`src/rtl/interval_timer_ctl.sv`:
```
// interval_timer_ctl: host-programmable interval timer sequencing a
// loadable up-counter through LOAD / RUN with one-shot and periodic modes,
// a one-cycle terminal-count pulse and a sticky interrupt with overrun flag.
//
// Optional build macro: TIMER_CTL_PRESCALER_EN
//   defined   -> control d[7:4] sets prescale P, one tick every P+1 cycles
//   undefined -> tick every cycle, control d[7:4] ignored
//
// state  | meaning
// -------+----------------------------------------------------------
// IDLE   | counter frozen, busy low, waiting for a start write
// LOAD   | q takes the reload value (one cycle)
// RUN    | q counts up on each tick; expiry at all-ones
module interval_timer_ctl #(
    parameter int WIDTH = 8
) (
    input  logic             cp,
    input  logic             nmr,
    input  logic             nwr,
    input  logic             a,
    input  logic [WIDTH-1:0] d,
    input  logic             nack,
    output logic [WIDTH-1:0] q,
    output logic             busy,
    output logic             tc,
    output logic             irq,
    output logic             ovf
);

    typedef enum logic [1:0] {
        S_IDLE = 2'd0,
        S_LOAD = 2'd1,
        S_RUN  = 2'd2
    } state_t;

    localparam logic [WIDTH-1:0] Q_MAX = '1;

    state_t           r_state;
    state_t           w_state_nxt;
    logic [WIDTH-1:0] r_q;
    logic [WIDTH-1:0] r_reload;
    logic             r_periodic;
    logic             r_tc;
    logic             r_irq;
    logic             r_ovf;

    logic w_wr_ctl;
    logic w_wr_rel;
    logic w_start;
    logic w_stop;
    logic w_tick;
    logic w_step;
    logic w_expire;
    logic w_load;

    assign w_wr_ctl = ~nwr & a;
    assign w_wr_rel = ~nwr & ~a;
    // stop has priority over start when both are set in one write
    assign w_stop   = w_wr_ctl & d[2];
    assign w_start  = w_wr_ctl & d[0] & ~d[2];

    // a count step only happens when no start/stop command preempts RUN
    assign w_step   = (r_state == S_RUN) && w_tick && !w_start && !w_stop;
    assign w_expire = w_step && (r_q == Q_MAX);
    assign w_load   = (r_state == S_LOAD) && !w_stop;

`ifdef TIMER_CTL_PRESCALER_EN
    logic [3:0] r_psc;
    logic [3:0] r_pcnt;

    assign w_tick = (r_pcnt == 4'd0);

    // prescale down-counter: reloaded with P in LOAD and on every tick
    always_ff @(posedge cp or negedge nmr) begin
        if (!nmr) begin
            r_psc  <= 4'd0;
            r_pcnt <= 4'd0;
        end else begin
            if (w_wr_ctl)
                r_psc <= d[7:4];
            if ((r_state == S_LOAD) || ((r_state == S_RUN) && w_tick))
                r_pcnt <= r_psc;
            else if (r_state == S_RUN)
                r_pcnt <= r_pcnt - 4'd1;
        end
    end
`else
    assign w_tick = 1'b1;
`endif

    // state register
    always_ff @(posedge cp or negedge nmr) begin
        if (!nmr)
            r_state <= S_IDLE;
        else
            r_state <= w_state_nxt;
    end

    // next-state decode; host commands override the sequencing
    always_comb begin
        w_state_nxt = r_state;
        if (w_stop)
            w_state_nxt = S_IDLE;
        else if (w_start)
            w_state_nxt = S_LOAD;
        else begin
            case (r_state)
                S_LOAD:  w_state_nxt = S_RUN;
                S_RUN:   if (w_expire && !r_periodic) w_state_nxt = S_IDLE;
                default: w_state_nxt = r_state;
            endcase
        end
    end

    // output decode
    always_comb begin
        busy = (r_state != S_IDLE);
    end

    // host-visible configuration registers
    always_ff @(posedge cp or negedge nmr) begin
        if (!nmr) begin
            r_reload   <= '0;
            r_periodic <= 1'b0;
        end else begin
            if (w_wr_rel)
                r_reload <= d;
            if (w_wr_ctl)
                r_periodic <= d[1];
        end
    end

    // counter: load, count, and wrap only via reload
    always_ff @(posedge cp or negedge nmr) begin
        if (!nmr)
            r_q <= '0;
        else if (w_load)
            r_q <= r_reload;
        else if (w_step) begin
            if (r_q != Q_MAX)
                r_q <= r_q + 1'b1;
            else if (r_periodic)
                r_q <= r_reload;
        end
    end

    // terminal-count pulse, interrupt and overrun flags
    always_ff @(posedge cp or negedge nmr) begin
        if (!nmr) begin
            r_tc  <= 1'b0;
            r_irq <= 1'b0;
            r_ovf <= 1'b0;
        end else begin
            r_tc <= w_expire;
            if (!nack) begin
                r_irq <= w_expire;
                r_ovf <= 1'b0;
            end else if (w_expire) begin
                r_irq <= 1'b1;
                r_ovf <= r_irq;
            end
        end
    end

    assign q   = r_q;
    assign tc  = r_tc;
    assign irq = r_irq;
    assign ovf = r_ovf;

endmodule

```
`config.mk`:
```
export PLATFORM = sky130hd
export DESIGN_NAME = interval_timer_ctl
export DESIGN_NICKNAME = d
export VERILOG_FILES = /design/src/rtl/interval_timer_ctl.sv
export SDC_FILE = /design/constraint.sdc
export NUM_CORES = 1
export LEC_CHECK = 0
export ABC_AREA = 1
export CORE_ASPECT_RATIO = 0.8
export CORE_MARGIN = 1.5
export CORE_UTILIZATION = 35
export CTS_BUF_LIST = sky130_fd_sc_hd__clkbuf_2
export CTS_CLUSTER_DIAMETER = 200
export CTS_CLUSTER_SIZE = 16
export DETAILED_ROUTE_END_ITERATION = 16
export SLEW_MARGIN = 20
export SYNTH_ARGS = -nofsm -noshare
export SYNTH_HDL_FRONTEND = slang
export SYNTH_SLANG_ARGS = --single-unit
```
`constraint.sdc`:
```
create_clock -name cp -period 1.7 [get_ports cp]
set_clock_uncertainty 0.05 [all_clocks]
set_input_delay 0.425 -clock cp [delete_from_list [all_inputs] [get_ports cp]]
set_output_delay 0.425 -clock cp [all_outputs]
set_load 0.01 [all_outputs]
```
# Yosys cells after proc, flatten, opt, wreduce, memory -nomap -nowiden
# Cells that the tools add are included.
classes:
  addsub: 1
  n_mul: 0
  div_mod_pow: 0
  order_cmp: 0
  n_eq_ne: 6
  n_shift: 0
  n_mux: 12
  bitwise: 8
  n_reduce_logical: 14
ops:
  columns: ["op", "n"]
  rows:
  - ["8-bit 2-to-1 mux", 4]
  - ["8-bit by 1-bit adder with 8-bit output, second input constant", 1]
  - ["8-bit == test, second input constant", 1]
  - ["8-bit != test, second input constant", 1]
  - ["2-bit 2-to-1 mux", 3]
  - ["1-bit AND", 5]
  - ["1-bit logical AND", 5]
  - ["1-bit 2-to-1 mux", 4]
  - ["4-bit by 3-bit != test with 1-bit output, second input constant", 1]
  - ["2-bit one-hot mux with 2 select lines", 1]
  - ["2-bit AND reduction", 2]
  - ["2-bit nonzero test", 2]
  - ["4-bit nonzero test", 1]
  - ["1-bit zero test", 3]
  - ["1-bit NOT", 3]
  - ["3-bit nonzero test", 1]
  - ["2-bit by 1-bit == test with 1-bit output, second input constant", 1]
  - ["2-bit == test, second input constant", 1]
  - ["2-bit by 1-bit != test with 1-bit output, second input constant", 1]
word_totals:
  register_bits: 22
  latch_bits: 0
  ram_bits: 0
  mem_bits_ro: 0
  output_inout_bits: 12
  mem_count: 0

# Logic depth before layout (Yosys ltp)
# Gate-level depths: netlist of run 1.
logic_depth:
  word_depth: 13
  ltp_mapped: 10

# Least setup slack after synthesis of run 1
# OpenSTA, ideal clock, no wires.
synth_path:
  path_kind: "reg-to-reg"
  start: "register r_q[0] (netlist: q[0])"
  end: "register r_q[3] (netlist: q[3])"
  setup_ns: 0.117
  t_arrival_ns: 1.273
  required_ns: 1.533
  slack_ns: 0.260
  stages_incl_launch_ff: 9
  path_cell_list: "dfrtp_1 ha_1 nand2_2 nor2_8 nand3b_4 nand2_8 nand2_8 nand3_1 nand2_1"
synth_via:
  elab_chain_cells: 4
  elab_cells_between_ends: 7
synth_lines:
  columns: ["item", "line_no", "text"]
  rows:
  - ["start, declared", "40", "logic [WIDTH-1:0] r_q;"]
  - ["start signal, assigned", "138", "r_q <= r_reload;"]
  - ["start signal, assigned", "141", "r_q <= r_q + 1'b1;"]
  - ["start signal, assigned", "143", "r_q <= r_reload;"]
  - ["8-bit by 1-bit adder with 8-bit output or 8-bit != test (tied branches)", "141, 140", null]
  - ["8-bit 2-to-1 mux", "140", "if (r_q != Q_MAX)"]
  - ["8-bit 2-to-1 mux", "139", "else if (w_step) begin"]
  - ["8-bit 2-to-1 mux", "137", "else if (w_load)"]
# Parallel ways exist; a longest one is shown, timed or not. The select of a mux whose other input is x is not followed.
# A chain may end at the register's enable or synchronous reset.

# Worst setup path after layout of run 1
layout_path:
  start: "register r_state[1]"
  end: "output port busy"
layout_via:
  elab_chain_cells: 1
layout_lines:
  columns: ["item", "line_no", "text"]
  rows:
  - ["start, declared", "38", "state_t r_state;"]
  - ["start signal, assigned", "96", "r_state <= w_state_nxt;"]
  - ["2-bit nonzero test", "117", "busy = (r_state != S_IDLE);"]
  - ["end, declared", "24", "output logic busy,"]
# Every way passes these cells.

==> flow_summary_export.csv, run 1 <==
group,metric,value,unit
worst_setup_path,cp-end-kind,"primary output",
place,dp_slack,-0.121,ns
worst_setup_path,crit_fanout,2,
floorplanning,placeableCoreArea,3470,um2
outcome,status,"completed",
grt,antenna_found_initial,0,
pwr,max-vdd-ir-drop,0.000817,V
worst_setup_path,critical_path_arrival,1.15,ns
clock_network,clock_tree.root_cell,"clkbuf_2",
sta,report.final.setup_viol,0,
worst_setup_path,required,1.22,ns
place,placedCellCount,226,
clock_network,post_cts_hold_buffer_count,0,
sta,finalCriticalPeriod,1.63,ns
place,globalplace.congestion,0.848,
sta,final-max-slew-violation-count,0,
clock_network,clock_network_latency_to_the_later_pin_of_the_worst_skew_pair,0.35,ns
drt,dr_total_vias,1125,
worst_setup_path,cp-start-kind,"flip-flop",
place,detailed_place_hpwl,2090,um
drt,drtAntennaViolNets,0,
drt,initialDrtViolationCount,62,
worst_setup_path,worstSetupPathType,"flip-flop to primary output",
drt,detail_route.vias_per_cell,4.65,
pwr,p_leak,0.982,nW
place,buffer_ports.inserted,24,
clock_network,tritoncts.num_buffers,3,
yosys,synthesis.area_per_instance,8.60,um2
drt,drcViolationCount,0,
hold_path,hold_path.class,"primary input to asynchronous set/reset pin",
yosys,flip_flop_and_latch_count_after_synthesis,22,
yosys,ys_warn_count,0,
yosys,async_flop_share,100,%
drt,first_pass_iters,4,
pwr,power.total,0.00235,W
drt,wl_per_cell,11.9,um
finish,final_cells,242,
clock_network,number_of_buffers_between_clock_root_and_the_deepest_sink,2,
drt,routed_wl,2870,um
clock_network,tritoncts_clock_tree,"built",
grt,vias_in_the_first_global_route,1092,
sta,fin_ws,0.0702,ns
grt,grt-ovfl-total,0,
finish,antennaDiodeCount,0,
sta,worst_hold_slack,0.322,ns
floorplanning,dieWidth,70.6,um
floorplanning,fp.dieArea,4030,um2
yosys,post_synth_num_cell_types,28,
floorplanning,ioPinCount,25,
finish,final_core_utilization,51.7,%
pwr,pwr_density_cell,1310,nW/um2
floorplanning,die_ht,57.1,um
finish,design.final.nets,218,
sta,max_clock_freq,614,MHz
yosys,netlist_instances,149,
yosys,yosysSeqAreaShare,43.0,%
yosys,synthesis.nets,166,
grt,maximum_number_of_pins_on_one_net_before_global_route_repair,23,
grt,global_route_wire_length_before_repair,4890,um
finish,final_layout_size_suffix_gt1_share,27.5,%
grt,groute.usage.overall,15.6,%
yosys,synthesized_cell_area,1280,um2
sta,final_hold_viol_count,0,
clock_network,htree_num_levels,1,
floorplanning,initial_utilization,36.9,%
sta,finalCritPeriodShare,95.9,%
sta,slew-limit-headroom,80.9,%
floorplanning,placement_row_count,19,
finish,syn_to_final_growth,40.1,%
clock_network,tritoncts_num_sinks,22,
yosys,synth_edf_count,0,
run,max-cap-violations,0,
clock_network,cts.reportedPaths.clkPinSlew,0.23,ns
sta,worst_slew_pin_slew,0.287,ns
yosys,synth_top_flop_cell,"dfrtp_1",
critical path, cell delays in order (launching register included):
cell and delay (ns):
dfrtp_1 0.45, inv_2 0.09, ha_4 0.13, inv_2 0.03, buf_6 0.10
routing by layer:
metal  wire length, um  up-vias  share of wire (%)  track usage, %
li1                  -      581                  -               -
met1              1410      518                 49            21.2
met4                16        0               0.56            4.04
met3               140        2                4.9            4.95
met5                 0        -                  0               0
met2              1300       24                 45            24.5
cells by family after synthesis:
kind of cell	synth area share, %
XOR/XNOR	2.05
AND/OR/NAND/NOR	37.1
buffers and inverters	5.27
multiplexers	3.52
adder cells (fa/ha/maj)	3.91
flip-flops	43.0
AO/OA/AOI/OAI	5.18
sequential cells by signal, indices dropped and copies added (netlist names):
register    flops
irq             1
r_reload        8
tc              1
r_periodic      1
q               8
ovf             1
r_state         2
synth_stat cells, types with 2 or more instances:
| library cell | instances | area, um2 |
|---|---|---|
| xor2_1 | 2 | 17.5 |
| nand2_8 | 2 | 40.0 |
| o21ai_0 | 8 | 40.0 |
| nand3_2 | 2 | 20.0 |
| ha_1 | 4 | 50.1 |
| dfrtp_1 | 22 | 551 |
| nand2_4 | 2 | 22.5 |
| nand2_2 | 2 | 12.5 |
| nor2_1 | 6 | 22.5 |
| mux2_2 | 4 | 45.0 |
| nand3_1 | 17 | 85.1 |
| a21oi_1 | 2 | 10.0 |
| nor2_4 | 2 | 22.5 |
| nand2_1 | 49 | 184 |
| inv_1 | 12 | 45.0 |
area by class of cell:
type | count | area (um2)
fill | 318 | 1680
multi-input combinational | 111 | 676
sequential | 22 | 552
timing repair buffer | 49 | 415
inverter | 14 | 55.1
tap | 42 | 52.6
clock inverter | 1 | 30.0
clock buffer | 3 | 15.0
power breakdown:
part	switching (W)	total, W	internal [W]
combinational	0.000664	0.00126	0.000591
clock	0.000173	0.000375	0.000203
sequential	0.0000659	0.000717	0.000651
timing repair:
action,CTS,global route
gates cloned,0,0
buffers inserted,9,3
gates resized for setup,18,4
pin swaps,0,1
endpoints found under the setup margin,12,1
per-stage QoR:
| step | area [um2] | TNS, ns |
|---|---|---|
| after global placement | 1660 | -0.986 |
| after global routing | 1800 | -0.00313 |
| after floorplan | 1280 | 0 |
| after CTS | 1750 | 0 |
| final | 1800 | 0 |
| after detailed placement | 1660 | -1.24 |
placed cells by master, fill, tap and decap left out, types with 3 or more instances in the layout:
cell type         n
inv_2             4
ha_1              3
dfrtp_1          21
mux2_2            4
inv_1             9
buf_4            25
clkbuf_2          3
nand2_1          49
clkdlybuf4s50_1  12
nor2_1            6
nand3_1          17
dlygate4sd2_1    11
o21ai_0           8
final timing paths:
| kind | slack (ns) | end | start | cells after the start |
|---|---|---|---|---|
| setup / recovery | 0.07 | busy | r_state[1] | 4 |
| hold / removal | 0.32 | r_reload[0] | nmr | 2 |
| setup reg to reg | 0.11 | q[1] | q[1] | 9 |
| hold reg to reg | 0.48 | irq | irq | 2 |
| max in group asynchronous | 1.04 | r_reload[1] | nmr | 2 |
| min in group cp | 0.48 | irq | irq | 2 |
No activity file was read; power rests on OpenSTA's default activity.
==> run 2, diff against run 1 <==
--- a/config.mk
+++ b/config.mk
@@ -13,6 +13,8 @@
 export CTS_CLUSTER_DIAMETER = 200
 export CTS_CLUSTER_SIZE = 16
 export DETAILED_ROUTE_END_ITERATION = 16
+export PLACE_DENSITY = 0.56
+export REMOVE_ABC_BUFFERS = 1
 export SLEW_MARGIN = 20
 export SYNTH_ARGS = -nofsm -noshare
 export SYNTH_HDL_FRONTEND = slang
==> flow_summary_export.csv, run 2 (synthesis results as in run 1) <==
group,metric,value,unit
drt,drtAntennaViolNets,0,
place,globalplace.congestion,0.843,
floorplanning,dieWidth,70.6,um
floorplanning,initial_utilization,36.9,%
drt,detail_route.vias_per_cell,4.79,
drt,initialDrtViolationCount,60,
finish,antennaDiodeCount,0,
finish,design.final.nets,211,
finish,num-fill-cells,331,
floorplanning,fp.dieArea,4030,um2
worst_setup_path,reg2reg_depth,9,
pwr,pwr_density_cell,1300,nW/um2
worst_setup_path,crit_path_top_delay_cell,"dfrtp_1",
finish,layout.cells.most_common,"nand2_1",
sta,finalCritPeriodShare,97.2,%
sta,finalCriticalPeriod,1.65,ns
clock_network,tritoncts_clock_tree,"built",
grt,groute.usage.overall,15.6,%
drt,wl_per_cell,12.2,um
clock_network,clock_network_latency_to_the_later_pin_of_the_worst_skew_pair,0.36,ns
pwr,internal-power,0.00138,W
clock_network,tritoncts.num_buffers,3,
sta,rsz0062_at_grt,"false",
sta,final_hold_viol_count,0,
sta,worst_slew_pin_slew,0.306,ns
pwr,combinationalPowerShare,51.3,%
finish,layout.cells.most_common_list,"nand2_1, dfrtp_1, buf_4",
clock_network,cts.reportedPaths.clkPinSlew,0.25,ns
grt,vias_in_the_first_global_route,1063,
drt,dr_total_vias,1126,
worst_setup_path,critical_path_arrival,1.18,ns
clock_network,clock_tree.root_cell,"clkbuf_2",
grt,antenna_found_initial,0,
worst_setup_path,worstSetupPathType,"flip-flop to primary output",
finish,syn_to_final_growth,35.6,%
floorplanning,placeableCoreArea,3470,um2
sta,final-max-slew-violation-count,0,
drt,routed_wl,2870,um
sta,fin_ws,0.0476,ns
pwr,switching_share,38.9,%
sta,worst_hold_slack,0.317,ns
worst_setup_path,timing.critical_path.slowest_cell_delay,0.46,ns
sta,slew-limit-headroom,79.6,%
sta,report.final.setup_viol,0,
pwr,p_leak,0.946,nW
finish,final_core_utilization,50.1,%
place,buffer_ports.inserted,24,
grt,grt-ovfl-total,0,
pwr,sequentialPowerShare,31.6,%
clock_network,number_of_buffers_between_clock_root_and_the_deepest_sink,2,
sta,max_clock_freq,605,MHz
place,detailed_place_hpwl,2160,um
floorplanning,placement_row_count,19,
worst_setup_path,cp-start-kind,"flip-flop",
worst_setup_path,crit_path_cell_trace,"inv_2 > ha_4 > inv_1 > buf_2",
pwr,total_switching_power,0.000883,W
pwr,clock_power_share,17.1,%
outcome,status,"completed",
floorplanning,ioPinCount,25,
worst_setup_path,required,1.22,ns
drt,first_pass_iters,4,
run,max-cap-violations,0,
hold_path,hold_path.class,"primary input to asynchronous set/reset pin",
finish,final_layout_size_suffix_gt1_share,24.9,%
floorplanning,die_ht,57.1,um
grt,maximum_number_of_pins_on_one_net_before_global_route_repair,23,
place,dp_slack,-0.133,ns
worst_setup_path,crit_fanout,2,
worst_setup_path,cp-end-kind,"primary output",
clock_network,tritoncts_num_sinks,22,
clock_network,htree_num_levels,1,
grt,global_route_wire_length_before_repair,4900,um
drt,drcViolationCount,0,
pwr,max-vdd-ir-drop,0.000524,V
run 2: changes by cell type in the layout (fill, tap and decap cells not counted), sizes merged:
cell	change
buf	-7
run 2: area by class of cell:
class | count | area [um2] | area share, %
Clock inverter | 1 | 30.0 | 1.73
Clock buffer | 3 | 15.0 | 0.864
Multi-Input combinational cell | 111 | 676 | 38.9
Tap cell | 42 | 52.6 | 3.02
Sequential cell | 22 | 553 | 31.8
Timing Repair Buffer | 42 | 357 | 20.5
Inverter | 14 | 55.1 | 3.17
run 2: final timing paths:
check                           startpoint          to  slack, ns
worst max register to register        q[1]        q[5]       0.12
worst max-delay path            r_state[1]        busy       0.05
worst min-delay path                   nmr  r_state[0]       0.32
min in group cp                        irq         irq       0.49
worst min register to register         irq         irq       0.49
max in group asynchronous              nmr        q[7]       1.03
run 2: critical path, delay by kind of cell (launching register included):
family,cells,cell delay (ns)
buffers and inverters,3,0.24
adder cells (fa/ha/maj),1,0.12
flip-flops,1,0.46
run 2: per-layer routing:
layer	vias up	global-route usage [%]	part of all wire, %
met5	-	0	0
met4	0	2.96	0.45
met3	2	4.42	6.0
met2	44	25.3	45
met1	513	21.1	48
li1	567	-	-
run 2: repair_timing:
action | CTS | global route
pin swaps | 0 | 1
hold buffers | 0 | 0
resized for setup | 19 | 2
endpoints found under the setup margin | 12 | 1
setup buffers | 8 | 0
gates cloned | 0 | 0
run 2: stage by stage:
step	cells	TNS, ns	instance area (um2)	total power (W)
4_1_cts	235	0	1730	0.00225
6_report	235	0	1740	0.00227
3_5_place_dp	223	-1.19	1640	0.00182
5_1_grt	235	0	1740	0.00244
2_1_floorplan	147	0	1270	0.00141
3_3_place_gp	223	-1.10	1640	0.00181
run 2: power groups by stage:
stage / registers (W) / logic [W] / clock network [W]
2_1_floorplan: 0.000814 / 0.000594 / 0
3_3_place_gp: 0.000780 / 0.00103 / 0
3_5_place_dp: 0.000785 / 0.00104 / 0
4_1_cts: 0.000716 / 0.00114 / 0.000390
5_1_grt: 0.000733 / 0.00129 / 0.000413
6_report: 0.000716 / 0.00116 / 0.000387
==> run 3, diff against run 2 <==
--- a/config.mk
+++ b/config.mk
@@ -13,6 +13,7 @@
 export CTS_CLUSTER_DIAMETER = 200
 export CTS_CLUSTER_SIZE = 16
 export DETAILED_ROUTE_END_ITERATION = 16
+export MAX_ROUTING_LAYER = met4
 export PLACE_DENSITY = 0.56
 export REMOVE_ABC_BUFFERS = 1
 export SLEW_MARGIN = 20
==> constraint.sdc (replaced) <==
create_clock -name cp -period 2.1 [get_ports cp]
set_clock_uncertainty 0.05 [all_clocks]
set_input_delay 0.525 -clock cp [delete_from_list [all_inputs] [get_ports cp]]
set_output_delay 0.525 -clock cp [all_outputs]
set_load 0.01 [all_outputs]
==> flow_summary_export.csv, run 3 (synthesis results as in run 1) <==
group,metric,value,unit
outcome,status,"completed",
floorplanning,dieWidth,70.6,um
worst_setup_path,critical_path_depth,1,
grt,top_usage_layer,"met1",
worst_setup_path,worstSetupPathType,"flip-flop to primary output",
grt,groute.usage.overall,15.3,%
finish,layout.cells.most_common_list,"nand2_1, clkdlybuf4s50_1, dfrtp_1",
drt,drcViolationCount,0,
finish,finish.instance_area,1650,um2
finish,layout.cells.most_common,"nand2_1",
clock_network,htree_num_levels,1,
worst_setup_path,cp-end-kind,"primary output",
place,dpl-instance-area,1580,um2
worst_setup_path,critical_path_arrival,1.44,ns
pwr,p_leak,0.842,nW
finish,final_core_utilization,47.4,%
grt,maximum_number_of_pins_on_one_net_before_global_route_repair,23,
drt,wl_per_cell,12.1,um
worst_setup_path,crit_family,"buffers and inverters",
finish,final_layout_size_suffix_gt1_share,17.2,%
worst_setup_path,crit_path_cell_trace,"clkdlybuf4s50_1",
sta,max_clock_freq,496,MHz
grt,grt-ovfl-total,0,
grt,met1_routing_resource_usage_after_global_routing,22.7,%
finish,syn_to_final_growth,28.4,%
sta,report.final.setup_viol,0,
sta,finalCriticalPeriod,2.02,ns
drt,initialDrtViolationCount,56,
pwr,pwr_density_cell,1070,nW/um2
drt,routed_wl,2690,um
drt,drtAntennaViolNets,0,
pwr,max-vdd-ir-drop,0.000372,V
drt,detail_route.vias_per_cell,4.63,
grt,gr-usage-met3,2.12,%
floorplanning,initial_utilization,36.9,%
sta,fin_ws,0.0838,ns
floorplanning,ioPinCount,25,
finish,antennaDiodeCount,0,
worst_setup_path,reg2reg_depth,8,
sta,worst_hold_slack,0.435,ns
sta,slew-limit-headroom,75.0,%
sta,final_hold_viol_count,0,
worst_setup_path,worst-path-buf-inv,1,
worst_setup_path,worst-r2r-setup-slack,0.54,ns
clock_network,clock_tree.root_cell,"clkbuf_2",
grt,grt_use_met2,22.2,%
sta,worst_slew_pin_slew,0.374,ns
place,globalplace.congestion,0.812,
drt,first_pass_iters,4,
worst_setup_path,crit_path_top_delay_cell,"clkdlybuf4s50_1",
floorplanning,placement_row_count,19,
clock_network,tritoncts_num_sinks,22,
place,detailed_place_hpwl,2070,um
clock_network,tritoncts.num_buffers,3,
grt,antenna_found_initial,0,
run,max-cap-violations,0,
hold_path,hold_path.class,"primary input to asynchronous set/reset pin",
finish,num-fill-cells,337,
clock_network,clock_network_latency_to_the_later_pin_of_the_worst_skew_pair,0.35,ns
place,buffer_ports.inserted,24,
floorplanning,placeableCoreArea,3470,um2
worst_setup_path,required,1.52,ns
floorplanning,fp.dieArea,4030,um2
grt,vias_in_the_first_global_route,1011,
clock_network,number_of_buffers_between_clock_root_and_the_deepest_sink,2,
clock_network,tritoncts_clock_tree,"built",
sta,total_negative_slack_for_setup_checks,0,ns
clock_network,cts.reportedPaths.clkPinSlew,0.24,ns
place,dp_slack,0.165,ns
drt,dr_total_vias,1027,
worst_setup_path,cp-start-kind,"flip-flop",
floorplanning,die_ht,57.1,um
worst_setup_path,crit_fanout,6,
worst_setup_path,timing.critical_path.slowest_cell_delay,0.58,ns
sta,rsz0062_at_grt,"false",
sta,finalCritPeriodShare,96.0,%
grt,global_route_wire_length_before_repair,4780,um
finish,design.final.nets,198,
sta,final-max-slew-violation-count,0,
## run 3: per-stage QoR
| step | total power (W) | std cells |
|---|---|---|
| 6_report | 0.00176 | 222 |
| 5_1_grt | 0.00190 | 222 |
| 4_1_cts | 0.00176 | 222 |
| 3_5_place_dp | 0.00144 | 216 |
| 3_3_place_gp | 0.00144 | 216 |
| 2_1_floorplan | 0.00114 | 147 |
## run 3: worst paths after layout
path | start | end
min | nmr | r_reload[0]
min reg2reg | irq | irq
max | q[7] | q[7]
min in group cp | irq | irq
max in group asynchronous | nmr | r_reload[2]
max reg2reg | q[0] | r_state[1]
## run 3: layer usage
metal / wire, um / vias to the layer above
li1: - / 538
met1: 1420 / 462
met2: 1150 / 23
met3: 96 / 4
met4: 26 / 0
met5: 0 / -
## run 3: power by group
part / switching [W] / internal (W)
Clock: 0.000140 / 0.000164
Combinational: 0.000423 / 0.000377
Sequential: 0.000122 / 0.000530
## run 3: layout make-up
type	count	area, um2	share of cell area [%]
Tap cell	42	52.6	3.19
Clock inverter	1	30.0	1.83
Sequential cell	22	553	33.6
Multi-Input combinational cell	111	663	40.3
Inverter	14	55.1	3.35
Clock buffer	3	15.0	0.913
Timing Repair Buffer	29	277	16.8
## run 3: timing repair
item / CTS / global route
resized for setup: 1 / 2
hold buffers: 0 / 0
setup buffers: 2 / 0
hold endpoints to repair: 0 / 0
endpoints found under the setup margin: 1 / 2
